**config.mk**
```make
export PLATFORM = sky130hd
export DESIGN_NAME = donut_addr_gen
export DESIGN_NICKNAME = d
export VERILOG_FILES = /design/src/rtl/donut_pkg.sv /design/src/rtl/donut_frame_seq.sv /design/src/rtl/donut_addr_gen.sv
export SDC_FILE = /design/constraint.sdc
export NUM_CORES = 1
export LEC_CHECK = 0
export BUFFER_PORTS_ARGS = -buffer_cell sky130_fd_sc_hd__buf_2
export CAP_MARGIN = 20
export CORE_MARGIN = 1
export CORE_UTILIZATION = 23
export DETAILED_ROUTE_END_ITERATION = 12
export SLEW_MARGIN = 20
export SYNTH_ARGS = -nofsm -noshare
export SYNTH_HDL_FRONTEND = slang
export SYNTH_HIERARCHICAL = 1
export SYNTH_SLANG_ARGS = --single-unit
```
**constraint.sdc**
```tcl
create_clock -name clk_i -period 5 [get_ports clk_i]
set_input_delay 0.25 -clock clk_i [delete_from_list [all_inputs] [get_ports clk_i]]
set_output_delay 0.25 -clock clk_i [all_outputs]
set_load 0.01 [all_outputs]
```
**src/rtl/donut_pkg.sv**
```systemverilog
`default_nettype none
// ============================================================================
// Module      : donut_pkg
// Description : Frame geometry and ROM addressing constants shared by the
//               address generator, frame ROM and colour-mapping stage.
// Revision    : 1.0 - initial release
// ============================================================================
package donut_pkg;

    localparam int H_ACTIVE    = 640;
    localparam int V_ACTIVE    = 440;
    localparam int FRAMES      = 60;
    localparam int FRAME_WORDS = H_ACTIVE * V_ACTIVE;
    localparam int ROM_DEPTH   = FRAMES * FRAME_WORDS;
    localparam int ADDR_W      = 32;

    localparam int IDX_W = 6;
    localparam int OFF_W = 19;

    typedef logic [ADDR_W-1:0] addr_t;

endpackage
`default_nettype wire

```
**src/rtl/donut_frame_seq.sv**
```systemverilog
`default_nettype none
// ============================================================================
// Module      : donut_frame_seq
// Description : Animation frame stepper: display-frame divider, frame index
//               and ROM frame base address, with pause and wrap-around.
// Revision    : 1.0 - initial release
// ============================================================================
module donut_frame_seq #(
    parameter int FRAMES      = donut_pkg::FRAMES,
    parameter int FRAME_WORDS = donut_pkg::FRAME_WORDS,
    parameter int FRAME_DIV   = 2
) (
    input  logic                           clk_i,
    input  logic                           rst_i,
    input  logic                           frame_start_i,
    input  logic                           pause_i,
    output logic [donut_pkg::IDX_W-1:0]    frame_idx_o,
    output logic [donut_pkg::ADDR_W-1:0]   frame_base_o
);
    import donut_pkg::*;

    localparam int                 c_div_w    = (FRAME_DIV > 1) ? $clog2(FRAME_DIV) : 1;
    localparam logic [c_div_w-1:0] c_div_last = c_div_w'(FRAME_DIV - 1);
    localparam logic [c_div_w-1:0] c_div_one  = c_div_w'(1);
    localparam logic [IDX_W-1:0]   c_idx_last = IDX_W'(FRAMES - 1);
    localparam logic [IDX_W-1:0]   c_idx_one  = IDX_W'(1);
    localparam addr_t              c_step     = addr_t'(FRAME_WORDS);

    logic [c_div_w-1:0] r_div_cnt;
    logic [IDX_W-1:0]   r_frame_idx;
    addr_t              r_frame_base;

    // Base steps by a constant increment so no multiplier is needed.
    always_ff @(posedge clk_i) begin
        if (rst_i) begin
            r_div_cnt    <= '0;
            r_frame_idx  <= '0;
            r_frame_base <= '0;
        end else if (frame_start_i && !pause_i) begin
            if (r_div_cnt == c_div_last) begin
                r_div_cnt <= '0;
                if (r_frame_idx == c_idx_last) begin
                    r_frame_idx  <= '0;
                    r_frame_base <= '0;
                end else begin
                    r_frame_idx  <= r_frame_idx + c_idx_one;
                    r_frame_base <= r_frame_base + c_step;
                end
            end else begin
                r_div_cnt <= r_div_cnt + c_div_one;
            end
        end
    end

    assign frame_idx_o  = r_frame_idx;
    assign frame_base_o = r_frame_base;

endmodule
`default_nettype wire

```
**src/rtl/donut_addr_gen.sv**
```systemverilog
`default_nettype none
// ============================================================================
// Module      : donut_addr_gen
// Description : Donut frame ROM read-address sequencer with window decode,
//               pixel offset counter and ROM-latency-matched valid flag.
// Revision    : 1.0 - initial release
// ============================================================================
module donut_addr_gen #(
    parameter int H_ACTIVE    = donut_pkg::H_ACTIVE,
    parameter int V_ACTIVE    = donut_pkg::V_ACTIVE,
    parameter int V_OFFSET    = 20,
    parameter int FRAMES      = donut_pkg::FRAMES,
    parameter int FRAME_WORDS = donut_pkg::FRAME_WORDS,
    parameter int FRAME_DIV   = 2
) (
    input  logic                           clk_i,
    input  logic                           rst_i,
    input  logic                           frame_start_i,
    input  logic                           de_i,
    input  logic [9:0]                     pix_x_i,
    input  logic [9:0]                     pix_y_i,
    input  logic                           pause_i,
    output logic [donut_pkg::ADDR_W-1:0]   addr_rd_o,
    output logic                           cen_o,
    output logic                           valid_o,
    output logic [donut_pkg::IDX_W-1:0]    frame_idx_o,
    output logic                           err_o
);
    import donut_pkg::*;

    localparam logic [10:0]      c_x_end    = 11'(H_ACTIVE);
    localparam logic [10:0]      c_y_beg    = 11'(V_OFFSET);
    localparam logic [10:0]      c_y_end    = 11'(V_OFFSET + V_ACTIVE);
    localparam logic [OFF_W-1:0] c_off_last = OFF_W'(FRAME_WORDS - 1);
    localparam logic [OFF_W-1:0] c_off_one  = OFF_W'(1);

    logic             w_win;
    addr_t            w_base;
    logic [OFF_W-1:0] w_off_use;
    logic [OFF_W-1:0] r_pix_off;
    logic             r_full;
    logic             r_cen;
    logic             r_valid;
    logic             r_err;
    addr_t            r_addr;

    assign w_win = de_i
                && ({1'b0, pix_x_i} <  c_x_end)
                && ({1'b0, pix_y_i} >= c_y_beg)
                && ({1'b0, pix_y_i} <  c_y_end);

    // A pixel coinciding with frame_start belongs to the new display frame.
    assign w_off_use = frame_start_i ? '0 : r_pix_off;

    donut_frame_seq #(
        .FRAMES      (FRAMES),
        .FRAME_WORDS (FRAME_WORDS),
        .FRAME_DIV   (FRAME_DIV)
    ) u_frame_seq (
        .clk_i         (clk_i),
        .rst_i         (rst_i),
        .frame_start_i (frame_start_i),
        .pause_i       (pause_i),
        .frame_idx_o   (frame_idx_o),
        .frame_base_o  (w_base)
    );

    // r_full marks that the last word has been issued, so the error flags
    // only a pixel beyond FRAME_WORDS, not the final legitimate one.
    always_ff @(posedge clk_i) begin
        if (rst_i) begin
            r_pix_off <= '0;
            r_full    <= 1'b0;
            r_cen     <= 1'b0;
            r_valid   <= 1'b0;
            r_err     <= 1'b0;
            r_addr    <= '0;
        end else begin
            r_cen   <= w_win;
            r_valid <= r_cen;
            if (w_win) begin
                r_addr <= w_base + addr_t'(w_off_use);
            end
            if (frame_start_i) begin
                r_pix_off <= w_win ? c_off_one : '0;
                r_full    <= 1'b0;
            end else if (w_win) begin
                if (r_pix_off != c_off_last) begin
                    r_pix_off <= r_pix_off + c_off_one;
                end else if (r_full) begin
                    r_err <= 1'b1;
                end else begin
                    r_full <= 1'b1;
                end
            end
        end
    end

    assign addr_rd_o = r_addr;
    assign cen_o     = r_cen;
    assign valid_o   = r_valid;
    assign err_o     = r_err;

endmodule
`default_nettype wire

```
Word-level counts from Yosys, hierarchy flattened:

Index checks and enable logic that the tools add are counted.

* bits in registers: 94
* bits in writable memories: 0
* logic and storage cells: 41
* input port bits: 25
* bits in read-only memories: 0
* latch bits: 0
* memories: 0
* output and inout port bits: 41

* reduce and logical (&&, ||, !) cells: 12
* $lt $le $gt $ge: 3
* shift-type cells: 0
* div/mod/pow operators: 0
* eq/ne operators: 2
* $mul: 0
* bitwise operators: 2
* muxes and demuxes: 8
* add/sub/neg operators: 5

Operators with widths (number)
* $mux W19: 4
* $add A32 B19 Y32: 1
* $add A32 B19 Y32 const B: 1
* $mux W32: 1
* $add A19 B1 Y19 const B: 1
* $ne A19 B19 Y1 const B: 1
* $ge A10 B5 Y1 const B: 1
* $lt A10 B10 Y1 const B: 1
* $lt A10 B9 Y1 const B: 1
* $add A6 B1 Y6 const B: 1
* $eq A6 B6 Y1 const B: 1
* $mux W6: 1
* $reduce_and A2 Y1: 3
* $logic_and A1 B1 Y1: 4
* $reduce_and A4 Y1: 1
* $reduce_bool A2 Y1: 2
* $mux W1: 2
* $not A1 Y1: 2
* $reduce_or A2 Y1: 1
* $add A1 B1 Y1 const B: 1
* $logic_not A1 Y1: 1

Longest topological paths before layout:

Gate-level depths: netlist of the first run.

* depth in word-level cells: 6
* mapped depth: 10
* mapped depth without buffers: 9

Hierarchy:

The synthesis of the first run kept the hierarchy.

Modules (own cells, without submodules)
* donut_addr_gen: area an instance 3992.6 um^2, sequential area each 1101.1 um^2, cells an instance 534, times used 1
* donut_frame_seq: area an instance 1481.4 um^2, sequential area each 580.6 um^2, cells an instance 172, times used 1

Worst setup path before layout of the first run:

No wires, ideal clock.

* kind: input -> register
* from: input port frame_start_i
* to: register r_addr[21], in the netlist addr_rd_o[21]
* required time: 4.883 ns
* stages on the path: 10
* setup time: 0.117 ns
* data arrival time: 2.392 ns
* path buffers: 2
* slack: 2.491 ns
* cells stage by stage: clkbuf_1 nor2_1 ha_1 clkbuf_1 a21oi_1 a21boi_0 a211oi_1 a21oi_1 or3_1 a32o_1

* cells in the longest elaborated chain, start to end: 2

RTL lines
* from (decl): line donut_addr_gen.sv:18 `input logic frame_start_i,`
* $mux W19: line donut_addr_gen.sv:53 `assign w_off_use = frame_start_i ? '0 : r_pix_off;`
* $add A32 B19 Y32: line donut_addr_gen.sv:82 `r_addr <= w_base + addr_t'(w_off_use);`
* to (signal assigned): line donut_addr_gen.sv:82
* to (decl): line donut_addr_gen.sv:45 `addr_t r_addr;`

No other way between the ends.
A chain may end at the register's enable or synchronous reset.

Worst setup path after layout of the first run:

* from: register r_pix_off[11]
* to: register r_addr[21], in the netlist addr_rd_o[21]

* cells in the longest elaborated chain, start to end: 2

RTL lines
* from (decl): line donut_addr_gen.sv:40 `logic [OFF_W-1:0] r_pix_off;`
* from (signal assigned): line donut_addr_gen.sv:85 `r_pix_off <= w_win ? c_off_one : '0;`
* from (signal assigned): line donut_addr_gen.sv:89 `r_pix_off <= r_pix_off + c_off_one;`
* $mux W19: line donut_addr_gen.sv:53
* $add A32 B19 Y32: line donut_addr_gen.sv:82

No other way between the ends.

==> summary.txt, run 1 <==
Power
  • Sw power: roughly 380 uW
  • Worst vdd ir: 117 uV
  • Clk network pwr share: 48.7%
  • Sequential Power Share: roughly 45%
  • Pwr dens: ~240 mW/mm^2
  • Leakage: between 0.002 and 0.0025 uW
  • Overall Power: ~1500 uW
  • Internal Pwr Total: between 1000 and 1500 uW
  • Logic gate share of total power: between 6 and 7%
  • Switching share of power: approximately a quarter

Setup path
  • WP data required: 5.25 ns
  • CP Class: reg -> reg
  • Setup crit start kind: register
  • CP Cell Sequence: inv_1, nor2_1, ha_1, a21oi_1, a21boi_0, a211oi_1, a21oi_1, or3_1, a32o_1
  • Slowest library cell on the worst path: a211oi_1
  • Delay-heaviest family, CP: compound AO/OA/AOI/OAI gates
  • R2R depth: 9
  • CP dominant cell by count: a21oi_1
  • FF-to-FF setup slack: about 2.2 ns
  • Setup crit start: r_pix_off[11]
  • Worst Path Buf+Inv: 1
  • R2R Path Start: r_pix_off[11]
  • Highest cell delay on the worst timing path: ~0.56 ns
  • Worst EP arrival: about 3 ns
  • Critical R2R Capture: addr_rd_o[21]
  • Setup crit end kind: register
  • Worst-path maximum fanout: 10

Final layout
  • Ratio of cells with drive above 1 in the final layout: around an eighth
  • Ant diodes: 0
  • Area occupied by multi-input gates: 0.00356 sq mm
  • Sequential cell area: 0.00168 sq mm
  • Fill cells: about 2600
  • Layout Nets: between 700 and 800
  • Area growth, synth to finish: 15.7%

Synth
  • Main flop type after synthesis: dfxtp_1
  • Ys async rst share: 0%
  • Synth top cells by count: dfxtp_1, nand2_1, a21oi_1
  • Netlist cell types: 73
  • Number of synthesis warnings: 6
  • Share of the synthesized area in the top cell type: between 30 and 40%
  • Count leader, synth: dfxtp_1
  • EDFF count, synth: 0
  • Yosys top cell by area: dfxtp_1
  • Register area share after synthesis: between 30 and 40%
  • Gate Count Post-Synth: about 710
  • Cell Area, Synth: about 0.0055 sq mm
  • Synth Register Bits: 84
  • Avg Inst Size Synth: approximately 7.8 sq um
  • Synth top area cells: dfxtp_1, a21oi_1, nand2_1

Route
  • DRC: 0
  • 1st-iter DRT viols: about 300
  • WL/cell: 13.6 microns
  • Final wirelength: about 14000 microns
  • Router iterations before antenna repair: 5
  • Detailed route wirelength on metal3: about 800 microns
  • Via-to-Cell Ratio: 4.96
  • M1 wire length: a little over 7000 microns
  • Top Metal Used: met4
  • Met2 routed wirelength: about 6300 microns
  • Vias post-DR: about 5300
  • ANT nets after route: 0

Global route
  • Initial antenna violation count: 0
  • Largest net degree at the start of global routing: 58
  • Tot GR Track Use: 12.3%
  • Grt ovf: 0
  • First-pass GRT wire length: 24200 microns
  • Vias in the first global route: 4883

Clock network
  • Reg clk slew, reported paths: ~0.06 ns
  • TritonCTS clock tree: built
  • Post_cts resized: 0
  • Htree depth: 3
  • CTS root buf: clkbuf_16
  • CTS Buf Count: 9
  • Worst skew pair latency: ~0.36 ns
  • Setup bufs post-CTS: 0
  • Hold_buf cts: 0
  • Clk sink count: 84
  • Max Buffers Root-to-Sink: 2

Timing
  • Maximum clock frequency: ~360 MHz
  • Part of the cycle the worst path needs: 55.8%
  • Slew margin rel.: about two fifths
  • Fin. max-slew vios: 0
  • Max Clock Skew: 0.00826 ns
  • Setup TNS: 0 ns
  • Final Hold Vio Count: 0
  • Final-report setup violation count: 0
  • Fin crit period: about 2.8 ns
  • Worst-Margin Slew: around 0.87 ns
  • RSZ-0062 raised after global routing: no

Worst hold path
  • Hold depth: 4
  • Worst hold path endpoint: u_frame_seq/r_div_cnt
  • Min-delay src: pause_i
  • Worst min path class: in -> reg

Placed design
  • PortBufs: 56
  • RD Place Congestion: between 0.8 and 0.9
  • Hpwl dp: approximately 10000 microns

Floorplanning
  • Core Rows: 56
  • Starting utilization of the core area: approximately a quarter
  • Die X: between 150 and 200 microns
  • Die height: roughly 160 microns
  • Total core area: about 0.023 sq mm
  • Die area: about 0.024 sq mm
  • Ports: 66

Flow run
  • Max cap viols: 0

Status
  • Status: completed
-- power groups by stage --
stage               logic (uW)  registers [uW]  clock network, uW
global placement           103             700                  0
detailed placement         104             700                  0
floorplan                 73.2             701                  0
CTS                        104             685                772
global route               116             686                801
finish                     103             685                749
-- metrics by stage --
| stage | hold WS [ns] | util, % | cells | worst slack (ns) | area (sq um) |
|---|---|---|---|---|---|
| final | 0.259 | 27.1 | 1064 | 2.21 | 6340 |
| after global routing | 0.321 | 27.1 | 1064 | 1.94 | 6340 |
| after CTS | 0.251 | 27.1 | 1064 | 2.26 | 6340 |
| after detailed placement | 0.445 | 25.7 | 1048 | 1.94 | 6000 |
| after global placement | 0.439 | 25.7 | 1048 | 1.96 | 6000 |
| after floorplan | 0.319 | - | 715 | 2.49 | 5510 |
-- tightest hold or removal path, delay by kind of cell --
kind	cells	cell delay, ns
xor gates and xnor gates	1	0.12
buffers and inverters	1	0.11
and+or+nand+nor	2	0.08
-- layer usage --
metal,vias to the layer above,GRT usage (%)
met3,16,2.69
met1,2487,16.7
met4,0,4.30
li1,2663,-
met2,115,19.2
met5,-,0
-- layout make-up --
cell class,instances,area share [%]
Clock inverter,7,1.68
Inverter,15,0.889
Timing Repair Buffer,59,4.78
Tap cell,319,6.30
Clock buffer,9,3.55
Multi-Input combinational cell,571,56.3
Sequential cell,84,26.5
-- how the worst max path moves through the flow --
stage | end | depth (start not counted)
2_1_floorplan | addr_rd_o[21] | 10
3_3_place_gp | addr_rd_o[21] | 9
3_5_place_dp | addr_rd_o[21] | 9
4_1_cts | addr_rd_o[21] | 9
5_1_grt | addr_rd_o[25] | 9
6_report | addr_rd_o[21] | 9
-- state kept, by name, summed over array words and instances, names as in the netlist --
signal and cells:
addr_rd_o 32, u_frame_seq/frame_base_o 22, r_pix_off 19, u_frame_seq/frame_idx_o 6
cen_o 1, err_o 1, r_full 1, u_frame_seq/r_div_cnt 1
valid_o 1
-- layout by cell type (no fill, tap or decap), types with 5 or more instances in the layout --
cell type and count:
a211oi_1 12, a21o_1 7, a21oi_1 71, a31oi_1 6, a41oi_1 5, and3_1 7
buf_2 56, clkbuf_16 9, conb_1 10, dfxtp_1 84, ha_1 22, inv_1 15
mux2i_1 7, nand2_1 74, nand3_1 29, nand3b_1 6, nand4_1 12, nor2_1 67
nor2b_1 18, nor3_1 11, nor3b_1 6, nor4_1 5, nor4b_1 5, o211ai_1 8
o21ai_0 40, o31ai_1 11, or2_2 5, or3_1 19, or4_1 12, xnor2_1 15
xor2_1 10
-- logic make-up (layout without fill, tap and decap cells) --
family / count (synthesis) / in the layout / synth area share, %
adders and majority gates: 23 / 23 / 5.39
xor gates and xnor gates: 25 / 25 / 4.00
other: 1 / 10 / 0.0685
muxes: 7 / 7 / 1.28
AOI/OAI and AO/OA: 210 / 210 / 25.3
buffers and inverters: 60 / 90 / 4.94
and+or+nand+nor: 296 / 296 / 28.3
DFF: 84 / 84 / 30.7
No activity file was read; power rests on OpenSTA's default activity.
==> run 2: changes to the inputs <==
- ABC_AREA: unset -> 1
- clock period: 5 -> 2.85 ns (I/O delays scaled with it)
==> summary.txt, run 2 <==
Status
  • Status: complete, but fails checks
  • Failing checks: DRC

Timing
  • Worst-Margin Slew: 0.627 ns (-0.245 ns)
  • Maximum clock frequency: 471 MHz (+31%)
  • RSZ-0062 raised after global routing: no
  • Worst hold slack: 0.118 ns (-0.141 ns)
  • Fin crit period: 2.12 ns (-0.667 ns)
  • Fin. max-slew vios: 0 (unchanged)
  • PnR worst setup slack: 0.729 ns (-1.48 ns)
  • Final-report setup violation count: 0 (unchanged)
  • Slew margin rel.: 58.1% (+16 points)
  • Setup TNS: 0 ns (unchanged)
  • Final Hold Vio Count: 0 (unchanged)
  • Max Clock Skew: 0.0118 ns (+0.00351 ns)
  • Part of the cycle the worst path needs: 74.4% (+19 points)

Clock network
  • CTS Buf Count: 9 (unchanged)
  • CTS root buf: clkbuf_16
  • Setup bufs post-CTS: 0 (unchanged)
  • Htree depth: 3 (unchanged)
  • Clk sink count: 84 (unchanged)
  • Post_cts resized: 0 (unchanged)
  • Reg clk slew, reported paths: 0.07 ns (about the same)
  • Hold_buf cts: 0 (unchanged)
  • Worst skew pair latency: 0.36 ns (about the same)
  • TritonCTS clock tree: built
  • Max Buffers Root-to-Sink: 2 (unchanged)

Synth
  • Main flop type after synthesis: dfxtp_1
  • EDFF count, synth: 0 (unchanged)
  • Share of the synthesized area in the top cell type: 26.8% (-3.9 points)
  • Synth top area cells: dfxtp_1, nand2_1, inv_1
  • Ys async rst share: 0% (unchanged)
  • Count leader, synth: nand2_1
  • Netlist cell types: 46 (-37%)
  • Register area share after synthesis: 26.8% (-3.9 points)
  • Avg Inst Size Synth: 5.97 sq um (-23%)
  • Synth top cells by count: nand2_1, inv_1, nor2_1
  • Synth Register Bits: 84 (unchanged)
  • Number of synthesis warnings: 6 (unchanged)
  • Cell Area, Synth: 0.00627 sq mm (+14%)
  • Yosys top cell by area: dfxtp_1
  • Gate Count Post-Synth: 1050 (+49%)

Route
  • Vias post-DR: 6271 (+19%)
  • WL/cell: 11.8 microns (-13%)
  • Router iterations before antenna repair: 9 (+4)
  • 1st-iter DRT viols: 399 (+33%)
  • Final wirelength: 17100 microns (+18%)
  • DRC: 1 (+1)
  • ANT nets after route: 0 (unchanged)
  • Via-to-Cell Ratio: 4.34 (-13%)

Global route
  • First-pass GRT wire length: 29100 microns (+20%)
  • Tot GR Track Use: 12.8% (+0.52 points)
  • Initial antenna violation count: 0 (unchanged)
  • Grt ovf: 0 (unchanged)
  • Largest net degree at the start of global routing: 26 (-55%)
  • Vias in the first global route: 5930 (+21%)

Worst hold path
  • Worst min path class: in -> reg

Placed design
  • Post-place setup slack: 0.657 ns (-1.28 ns)
  • Hpwl dp: 13300 microns (+26%)
  • RD Place Congestion: 0.875 (-0.88%)
  • Placed Instances: 1430 (+36%)
  • PortBufs: 56 (unchanged)

Final layout
  • Ratio of cells with drive above 1 in the final layout: 11.2% (-1.5 points)
  • Ant diodes: 0 (unchanged)
  • Most frequent cells in the layout: nand2_1, inv_1, nor2_1, dfxtp_1, nand3_1
  • Max reg flops: 32 (unchanged)
  • Layout Nets: 1148 (+46%)
  • Post-Layout Cell Count: 1446 (+36%)
  • Commonest non-fill, non-tap cell in the layout: nand2_1
  • Area growth, synth to finish: 14.1%

Setup path
  • Highest cell delay on the worst timing path: 0.37 ns (-0.19 ns)
  • Worst-path maximum fanout: 5 (-5)
  • WP data required: 3.10 ns (-2.15 ns)
  • CP Class: reg -> reg
  • CP Cell Sequence: inv_1, nor2_1, ha_1, nand2_1, nor2_1, inv_1, o21ai_0, nand2_1, nand3_1, nand3_1, nand2_1, inv_1
  • Slowest library cell on the worst path: ha_1
  • Setup crit start kind: register
  • Setup crit end kind: register
  • Worst EP arrival: 2.37 ns (-0.67 ns)

Floorplanning
  • Core Rows: 60 (+7.1%)
  • Total core area: 0.0268 sq mm (+15%)
  • Ports: 66 (unchanged)
  • Die height: 167 microns (+6.9%)
  • Die X: 167 microns (+6.9%)
  • Starting utilization of the core area: 23.4% (about the same)
  • Die area: 0.0279 sq mm (+14%)

Flow run
  • Max cap viols: 0 (unchanged)

Power
  • Worst vdd ir: 227 uV (+95%)
  • Pwr dens: 381 mW/mm^2 (+57%)
  • Leakage: 0.00357 uW (+52%)
-- run 2: cell types whose count changed after synthesis, sizes merged, moves of 22 or more --
| cell | before | now |
|---|---|---|
| a21oi | 71 | 49 |
| inv | 15 | 163 |
| nand2 | 75 | 341 |
| nand3 | 29 | 81 |
| nor3 | 11 | 33 |
| nor2 | 67 | 152 |
-- run 2: cell families (layout without fill, tap and decap cells) --
group                      Yosys count  after routing  share of synthesized area, %
AOI/OAI and AO/OA                   89             89                          8.09
xor gates and xnor gates            30             30                          4.19
adders and majority gates           23             23                          4.71
buffers and inverters              196            242                          13.1
DFF                                 84             84                          26.8
other                                1             10                        0.0598
and+or+nand+nor                    627            627                          43.1
-- run 2: report_power, final --
part | internal, uW | switching (uW)
combinational | 89.6 | 181
clock | 688 | 529
sequential | 1210 | 24.4
total | 1990 | 735
-- run 2: final timing paths --
path / from / to / depth (start not counted) / slack [ns]
max: r_pix_off[17] / addr_rd_o[29] / 12 / 0.73
min: pause_i / u_frame_seq/r_div_cnt / 4 / 0.12
max reg2reg: r_pix_off[17] / addr_rd_o[29] / 12 / 0.73
min reg2reg: cen_o / valid_o / 2 / 0.42
-- run 2: cell type report --
cell class                      instances  area [sq um]
Tap cell                              341           427
Sequential cell                        84          1680
Fill cell                            3007         19700
Inverter                              164           617
Clock inverter                          6          71.3
Timing Repair Buffer                   62           325
Multi-Input combinational cell        779          3800
Clock buffer                           10           229
-- run 2: per-stage QoR --
| step | area (sq um) | total power [uW] | util [%] |
|---|---|---|---|
| floorplan | 6300 | 1450 | - |
| global placement | 6850 | 1530 | 25.6 |
| detailed placement | 6850 | 1530 | 25.6 |
| CTS | 7150 | 2770 | 26.7 |
| global route | 7150 | 2850 | 26.7 |
| finish | 7150 | 2720 | 26.7 |
-- run 2: critical path: cells and delay by family (launching register included) --
kind | cells | cell delay [ns]
adders and majority gates | 1 | 0.37
buffers and inverters | 3 | 0.30
DFF | 1 | 0.33
AOI/OAI and AO/OA | 1 | 0.28
and+or+nand+nor | 7 | 0.75
-- run 2: metal layers --
layer,up-vias,GRT usage (%),routed length [microns]
met5,-,0,0
met4,0,3.22,214
met3,20,3.18,812
met2,120,21.6,7890
met1,2800,16.3,8190
li1,3331,-,-
